===== src/rtl/pll_reset_sequencer.sv =====
// pll_reset_sequencer
//   Runs in the PLL output clock domain, directly behind the PLL wrapper.
//   - Synchronises the raw PLL lock flag.
//   - Requires the flag to stay high for a stability window before it is trusted.
//   - Holds the design-wide reset for a few more cycles while the clock-enable
//     strobes already run, so downstream logic leaves reset with its enables
//     in phase.
//   - Counts lock losses that happen after qualification, for debug readout.
//
// Ports
//   clock           : PLL output clock; all logic uses the rising edge
//   reset           : synchronous, active-high reset
//   pll_locked      : raw PLL lock flag, asynchronous to clock
//   clear_loss      : synchronous clear of lock_loss_count
//   reset_out       : registered active-high reset for downstream logic
//   running         : registered, high while the sequencer is in RUN
//   ce              : registered single-cycle clock-enable strobes, one per channel
//   lock_loss_count : saturating count of lock losses seen in HOLD or RUN
module pll_reset_sequencer #(
  parameter int SYNC_STAGES        = 2,
  parameter int LOCK_STABLE_CYCLES = 1024,
  parameter int RESET_HOLD_CYCLES  = 16,
  parameter int NUM_CE             = 2,
  parameter int CE_DIV_WIDTH       = 8,
  parameter logic [NUM_CE*CE_DIV_WIDTH-1:0] CE_DIV = {8'd4, 8'd2}
) (
  input  logic              clock,
  input  logic              reset,
  input  logic              pll_locked,
  input  logic              clear_loss,
  output logic              reset_out,
  output logic              running,
  output logic [NUM_CE-1:0] ce,
  output logic [7:0]        lock_loss_count
);

  localparam int STAB_W = $clog2(LOCK_STABLE_CYCLES) + 1;
  localparam int HOLD_W = $clog2(RESET_HOLD_CYCLES) + 1;
  localparam logic [STAB_W-1:0] STAB_LAST = STAB_W'(LOCK_STABLE_CYCLES - 1);
  localparam logic [HOLD_W-1:0] HOLD_LAST = HOLD_W'(RESET_HOLD_CYCLES - 1);

  typedef enum logic [1:0] {
    WAIT_LOCK,
    STABILIZE,
    HOLD,
    RUN
  } state_t;

  state_t                  state, state_nx;
  logic [SYNC_STAGES-1:0]  sync_q;
  logic                    locked_s;
  logic [STAB_W-1:0]       stab_cnt, stab_nx;
  logic [HOLD_W-1:0]       hold_cnt, hold_nx;
  logic [CE_DIV_WIDTH-1:0] div_cnt [NUM_CE];
  logic [CE_DIV_WIDTH-1:0] div_nx  [NUM_CE];
  logic [NUM_CE-1:0]       ce_nx;
  logic [7:0]              count_nx;
  logic                    loss;
  logic                    strobing, was_strobing;

  // The last synchroniser flop is the only place pll_locked is used.
  assign locked_s = sync_q[SYNC_STAGES-1];

  // Next-state logic. The first locked cycle seen in WAIT_LOCK already counts
  // towards the stability window, which is why STABILIZE is entered with a
  // count of one (or HOLD directly when the window is a single cycle).
  always_comb begin
    state_nx = state;
    stab_nx  = stab_cnt;
    hold_nx  = hold_cnt;
    loss     = 1'b0;
    case (state)
      WAIT_LOCK: begin
        stab_nx = '0;
        hold_nx = '0;
        if (locked_s) begin
          if (LOCK_STABLE_CYCLES == 1) begin
            state_nx = HOLD;
          end else begin
            state_nx = STABILIZE;
            stab_nx  = STAB_W'(1);
          end
        end
      end
      STABILIZE: begin
        // A dropout here is only an unstable start-up, not a loss event.
        if (!locked_s) begin
          state_nx = WAIT_LOCK;
          stab_nx  = '0;
        end else if (stab_cnt == STAB_LAST) begin
          state_nx = HOLD;
          stab_nx  = '0;
        end else begin
          stab_nx = stab_cnt + 1'b1;
        end
      end
      HOLD: begin
        if (!locked_s) begin
          state_nx = WAIT_LOCK;
          hold_nx  = '0;
          loss     = 1'b1;
        end else if (hold_cnt == HOLD_LAST) begin
          state_nx = RUN;
          hold_nx  = '0;
        end else begin
          hold_nx = hold_cnt + 1'b1;
        end
      end
      RUN: begin
        if (!locked_s) begin
          state_nx = WAIT_LOCK;
          loss     = 1'b1;
        end
      end
      default: begin
        state_nx = WAIT_LOCK;
        stab_nx  = '0;
        hold_nx  = '0;
      end
    endcase
  end

  // Lock-loss counter. A loss wins over a simultaneous clear, leaving the
  // count at one so that the coincident event is not lost.
  always_comb begin
    count_nx = lock_loss_count;
    if (loss) begin
      if (clear_loss) begin
        count_nx = 8'd1;
      end else if (lock_loss_count != 8'hFF) begin
        count_nx = lock_loss_count + 8'd1;
      end
    end else if (clear_loss) begin
      count_nx = '0;
    end
  end

  // Dividers start from zero on the cycle HOLD is entered, so every channel
  // strobes together there. They free-run across HOLD->RUN. A ratio of 0 or 1
  // gives a last count of 0, which makes the strobe constantly high.
  assign strobing     = (state_nx == HOLD) || (state_nx == RUN);
  assign was_strobing = (state == HOLD) || (state == RUN);

  for (genvar g = 0; g < NUM_CE; g++) begin : g_ce
    localparam logic [CE_DIV_WIDTH-1:0] RATIO = CE_DIV[g*CE_DIV_WIDTH +: CE_DIV_WIDTH];
    localparam logic [CE_DIV_WIDTH-1:0] LAST  = (RATIO == '0) ? '0 : RATIO - 1'b1;
    assign div_nx[g] = (strobing && was_strobing && (div_cnt[g] != LAST)) ?
                       div_cnt[g] + 1'b1 : '0;
    assign ce_nx[g]  = strobing && (div_nx[g] == '0);
  end

  // State register and registered outputs. The outputs are computed from the
  // next state, so they change on the same edge as the state itself.
  always_ff @(posedge clock) begin
    if (reset) begin
      sync_q          <= '0;
      state           <= WAIT_LOCK;
      stab_cnt        <= '0;
      hold_cnt        <= '0;
      div_cnt         <= '{default: '0};
      reset_out       <= 1'b1;
      running         <= 1'b0;
      ce              <= '0;
      lock_loss_count <= '0;
    end else begin
      sync_q          <= {sync_q[SYNC_STAGES-2:0], pll_locked};
      state           <= state_nx;
      stab_cnt        <= stab_nx;
      hold_cnt        <= hold_nx;
      div_cnt         <= div_nx;
      reset_out       <= (state_nx != RUN);
      running         <= (state_nx == RUN);
      ce              <= ce_nx;
      lock_loss_count <= count_nx;
    end
  end

endmodule


===== config.mk =====
export PLATFORM = sky130hd
export DESIGN_NAME = pll_reset_sequencer
export DESIGN_NICKNAME = d
export VERILOG_FILES = /design/src/rtl/pll_reset_sequencer.sv
export SDC_FILE = /design/constraint.sdc
export NUM_CORES = 1
export LEC_CHECK = 0
export ABC_AREA = 0
export BUFFER_PORTS_ARGS = -buffer_cell sky130_fd_sc_hd__buf_4
export CORE_MARGIN = 1.5
export CORE_UTILIZATION = 40
export DETAILED_ROUTE_END_ITERATION = 8
export GPL_TIMING_DRIVEN = 0
export PLACE_DENSITY = 0.65
export SLEW_MARGIN = 20
export SYNTH_ARGS = -nofsm -noshare
export SYNTH_HDL_FRONTEND = slang
export SYNTH_SLANG_ARGS = --single-unit

===== constraint.sdc =====
create_clock -name clock -period 4 [get_ports clock]
set_input_delay 0 -clock clock [delete_from_list [all_inputs] [get_ports clock]]
set_output_delay 0 -clock clock [all_outputs]
set_load 0.01 [all_outputs]

* Word level (Yosys, flattened, before mapping)
Cells that the tools add are included.
** Storage, ports and cells
- Input bits :: 4
- Word-level logic and storage cells :: 64
- Flip-flop bits (word level) :: 48
** Cells by class
- $add $sub $neg :: 5
- Equality and inequality tests :: 11
- Reduce and logical (&&, ||, !) cells :: 16
- Multiplexer cells :: 22
** Operators by type and width (number)
- $mux 8 :: 6
- $add 8x1->8 const B :: 3
- $mux 11 :: 2
- $pmux 11 s2 :: 1
- $logic_not 8->1 :: 2
- $mux 2 :: 6
- $add 11x1->11 const B :: 1
- $eq 11x10->1 const B :: 1
- $mux 5 :: 2
- $pmux 5 s2 :: 1
- $eq 2x2->1 const B :: 4
- $ne 8x1->1 const B :: 1
- $ne 8x2->1 const B :: 1
- $ne 8x8->1 const B :: 1
- $pmux 2 s4 :: 1
- $reduce_bool 2->1 :: 4
- $add 5x1->5 const B :: 1
- $eq 5x4->1 const B :: 1
- $logic_and 1x1->1 :: 5
- $mux 1 :: 3
- $eq 2x1->1 const B :: 1
- $logic_not 2->1 :: 1
- $logic_or 1x1->1 :: 2
- $ne 2x2->1 const B :: 1
- 2 further kinds :: 2

* Logic depth before layout (Yosys ltp)
- Depth in word-level cells :: 11
- Mapped depth :: 7

* Worst setup path before layout
OpenSTA, ideal clock, no wires.
- Path type :: register -> register
- Start point :: register stab_cnt[0]
- End point :: register stab_cnt[7]
- Path buffers :: 1
- Setup slack :: 2395 ps
- Cell stages (with the launch flop) :: 8
- Arrival :: 1491 ps
- Required time :: 3886 ps
- Setup time :: 114 ps
- Path through :: dfxtp_1 > ha_1 > nand4_1 > nor4_2 > or2_1 > buf_2 > o21ai_0 > a21o_1
** On the way
- Word-level cells in the longest chain between the ends :: 4
- Elaborated cells on any way between the ends :: 5
** Ends and longest elaborated chain
- from (decl) :: line 52 : logic [STAB_W-1:0] stab_cnt, stab_nx;
- from (signal assigned) :: line 168 : stab_cnt <= stab_nx;
- $add 11x1->11 / $eq 11x10->1 (equally long branches) :: line 94, 90
- $mux 11 (*) :: line 90 : end else if (stab_cnt == STAB_LAST) begin
- $mux 11 (*) :: line 87 : if (!locked_s) begin
- $pmux 11 s2 (*) :: line 72 : case (state)
Every way passes the cells marked *; elsewhere a longest branch is shown, timed or not.
A chain may end at the register's enable or synchronous reset.

* Worst setup path in the final report
Ends and elaborated chain as after synthesis.

==> qor.yml <==
yosys:
  synth_nets: 276
  ys_seq_area_share_pct: 42.5
  synth_top_family_by_area: "simple AND/OR/NAND/NOR gates"
  syn_area_um2: 2260
  synth_fa_ha_area_share_pct: 3.32
  ys_warn_count: 0
  async_flop_share_pct: 0
  synthMuxAreaShare_pct: 0.884
  synth-simple-area-share_pct: 29.9
  syn_inst: 266
  synth_edf_count: 0
  synth_xor_area_share_pct: 8.13
  synth.avg_cell_area_um2: 8.51
  synth.distinct_cells: 47
  synth_ff_type: "dfxtp_1"
  synth_compound_area_share_pct: 11.9
  ys_seq_elements: 48
worst_setup_path:
  slowest_stage: "dfxtp_1"
  cpPeakStageDelay_ns: 0.42
  critical_path_class: "reg -> reg"
  startpoint_type: "flop"
  endpoint_kind: "flop"
  critical_path_required_ns: 4.19
  critPathMaxFanout: 7
  path_cells: "ha_1 > nand4_1 > nor4_2 > or2_1 > buf_2 > o21ai_0 > a21o_1"
  cp.arrival_ns: 2.10
clock_network:
  cts_tree: "done"
  cts_setup_buffers: 0
  clkTransAtPathRegs_ns: 0.08
  clock-root-buffer: "clkbuf_8"
  clockBufferDepth: 2
  ctsResizeCount: 0
  cts_buffers: 5
  ctsHtreeMaxLevel: 2
  cts.sinks: 48
  clk_latency_ns: 0.30
placed_design:
  portBuffers: 15
  gp_congestion: 0.814
  dpl.hpwl_mm: 2.97
  post_dp_cell_area_um2: 2470
power_and_ir_drop:
  combPwrFrac_pct: 2.0
  intPower_mw: 0.624
  leakage_nw: 0.961
  seqPwrFrac_pct: 60.8
  power_mw: 0.789
  p_per_area_nw_per_um2: 306
  clkPwrFrac_pct: 37.2
  swShare_pct: 20.9
  p_sw_mw: 0.165
  ir_worst_vdd_mv: 0.231
drt:
  wl_per_cell_um: 11.5
  vias_per_cell: 5.18
  wl_mm: 4.15
  vias: 1876
  firstDrtPassIters: 4
  final_antenna_net_count: 0
  drc: 0
  drt_iter0_drc: 70
sta:
  finalCritPeriodShare_pct: 47.6
  final-max-slew-violation-count: 0
  fin_worst_skew_ns: 0.00572
  hold_viol: 0
  finalSetupViolCount: 0
  slew_headroom_pct: 67.6
  tns_ns: 0
  rsz0062_at_grt: "no"
  fmax_ghz: 0.525
  fin_crit_ns: 1.90
  worst_pin_slew_ns: 0.482
cells_and_area:
  multi_input_area_um2: 1220
  layout_commonest_cell: "dfxtp_1"
  finalInstanceArea_um2: 2580
  fillers: 533
  final_cell_mix: "dfxtp_1 (48), nor2_1 (43), nand2_1 (21)"
  nets: 300
  drive_gt1_share_pct: 11.0
  syn_to_final_growth_pct: 13.9
  regArea_um2: 961
  antenna-diode-count: 0
  final_core_util_pct: 47.1
floorplanning:
  dieArea_um2: 6120
  design.core.area_um2: 5470
  core.rowCount: 27
  die_x_um: 78.2
  die_h_um: 78.2
  initial_core_util_pct: 41.4
  num_io_pins: 16
hold_path:
  holdCritPathClass: "in -> reg"
global_routing:
  grt_start_max_net_pins: 15
  grt_pass1_vias: 1727
  grt_usage_pct: 14.7
  grt_overflow: 0
  grt_pass1_wl_mm: 7.31
  antenna_found_initial: 0
outcome:
  status: "complete, no violations"
run:
  drv_cap: 0
==> worst max-delay path: cells and delay by family, from the launching register on <==
| family | cells | cell delay, ns |
|---|---|---|
| flops | 1 | 0.42 |
| buf+inv | 1 | 0.15 |
| compound gates | 2 | 0.27 |
| fa+ha+maj | 1 | 0.26 |
| simple gates | 3 | 0.70 |
==> registers in the layout (all words and copies together), names as in the netlist <==
| signal | cells |
|---|---|
| stab_cnt | 11 |
| running | 1 |
| sync_q | 2 |
| lock_loss_count | 8 |
| reset_out | 1 |
| ce | 2 |
| div_cnt | 16 |
| state | 2 |
| hold_cnt | 5 |
==> synth_stat cells, types with 3 or more instances <==
master | count | share of area [%]
nand3_1 | 14 | 3.1
nor3_1 | 7 | 1.5
nand2_1 | 21 | 3.5
clkbuf_1 | 10 | 1.7
a31oi_1 | 4 | 1.1
nor2b_1 | 4 | 1.1
ha_1 | 6 | 3.3
inv_1 | 6 | 0.99
nor3b_1 | 6 | 2.0
dfxtp_1 | 48 | 42
nand4_1 | 7 | 1.9
a21oi_1 | 11 | 2.4
o21ai_0 | 9 | 2.0
and3_1 | 6 | 1.7
nor2_1 | 43 | 7.1
a41oi_1 | 3 | 1.2
xnor2_1 | 5 | 1.9
o22ai_1 | 3 | 0.83
xor2_1 | 16 | 6.2
or3_1 | 3 | 0.83
==> routing by layer <==
layer	wire length, um	GRT usage (%)	vias to the layer above
met5	0	0	-
met4	38	4.82	0
met3	122	3.14	5
met2	1880	24.0	29
met1	2100	19.3	864
li1	-	-	978
==> path summary, 6_finish.rpt <==
path	start	endpoint	slack (ns)	cells past startpoint
setup / recovery	stab_cnt[0]	stab_cnt[7]	2.10	7
hold / removal	reset	state[1]	0.20	4
setup reg to reg	stab_cnt[0]	stab_cnt[7]	2.10	7
hold reg to reg	sync_q[0]	sync_q[1]	0.44	1
==> power by group through the flow <==
stage	Sequential [mW]	Clock [mW]	Combinational [mW]
after detailed placement	0.491	0	0.0148
after global routing	0.480	0.328	0.0182
after floorplan	0.491	0	0.00926
after CTS	0.480	0.307	0.0163
after global placement	0.491	0	0.0148
final	0.480	0.293	0.0161
==> through the flow <==
stage / std cells / worst slack (ns) / hold WS, ns
CTS: 362 / 2.10 / 0.200
global route: 362 / 1.89 / 0.217
floorplan: 266 / 2.40 / 0.128
finish: 362 / 2.10 / 0.202
detailed placement: 353 / 2.13 / 0.217
global placement: 353 / 2.14 / 0.213
==> timing repair <==
action                                 in CTS  in global routing
setup endpoints to repair                   0                  0
endpoints found under the hold margin       2                  0
hold buffers                                2                  0
==> final cells by class <==
cell class | instances | area share [%]
inverter | 6 | 0.874
buffer | 13 | 2.14
clock inverter | 1 | 0.340
clock buffer | 6 | 3.20
sequential | 48 | 37.3
timing repair buffer | 17 | 5.15
tap | 72 | 3.50
multi-input combinational | 199 | 47.5
==> logic make-up after synthesis <==
| logic type | Yosys count |
|---|---|
| AND/OR/NAND/NOR | 129 |
| flip-flops | 48 |
| AO/OA/AOI/OAI | 41 |
| XOR/XNOR | 21 |
| buffers and inverters | 19 |
| adder cells (fa/ha/maj) | 6 |
| multiplexers | 2 |
Power figures use the tool's default switching activity.
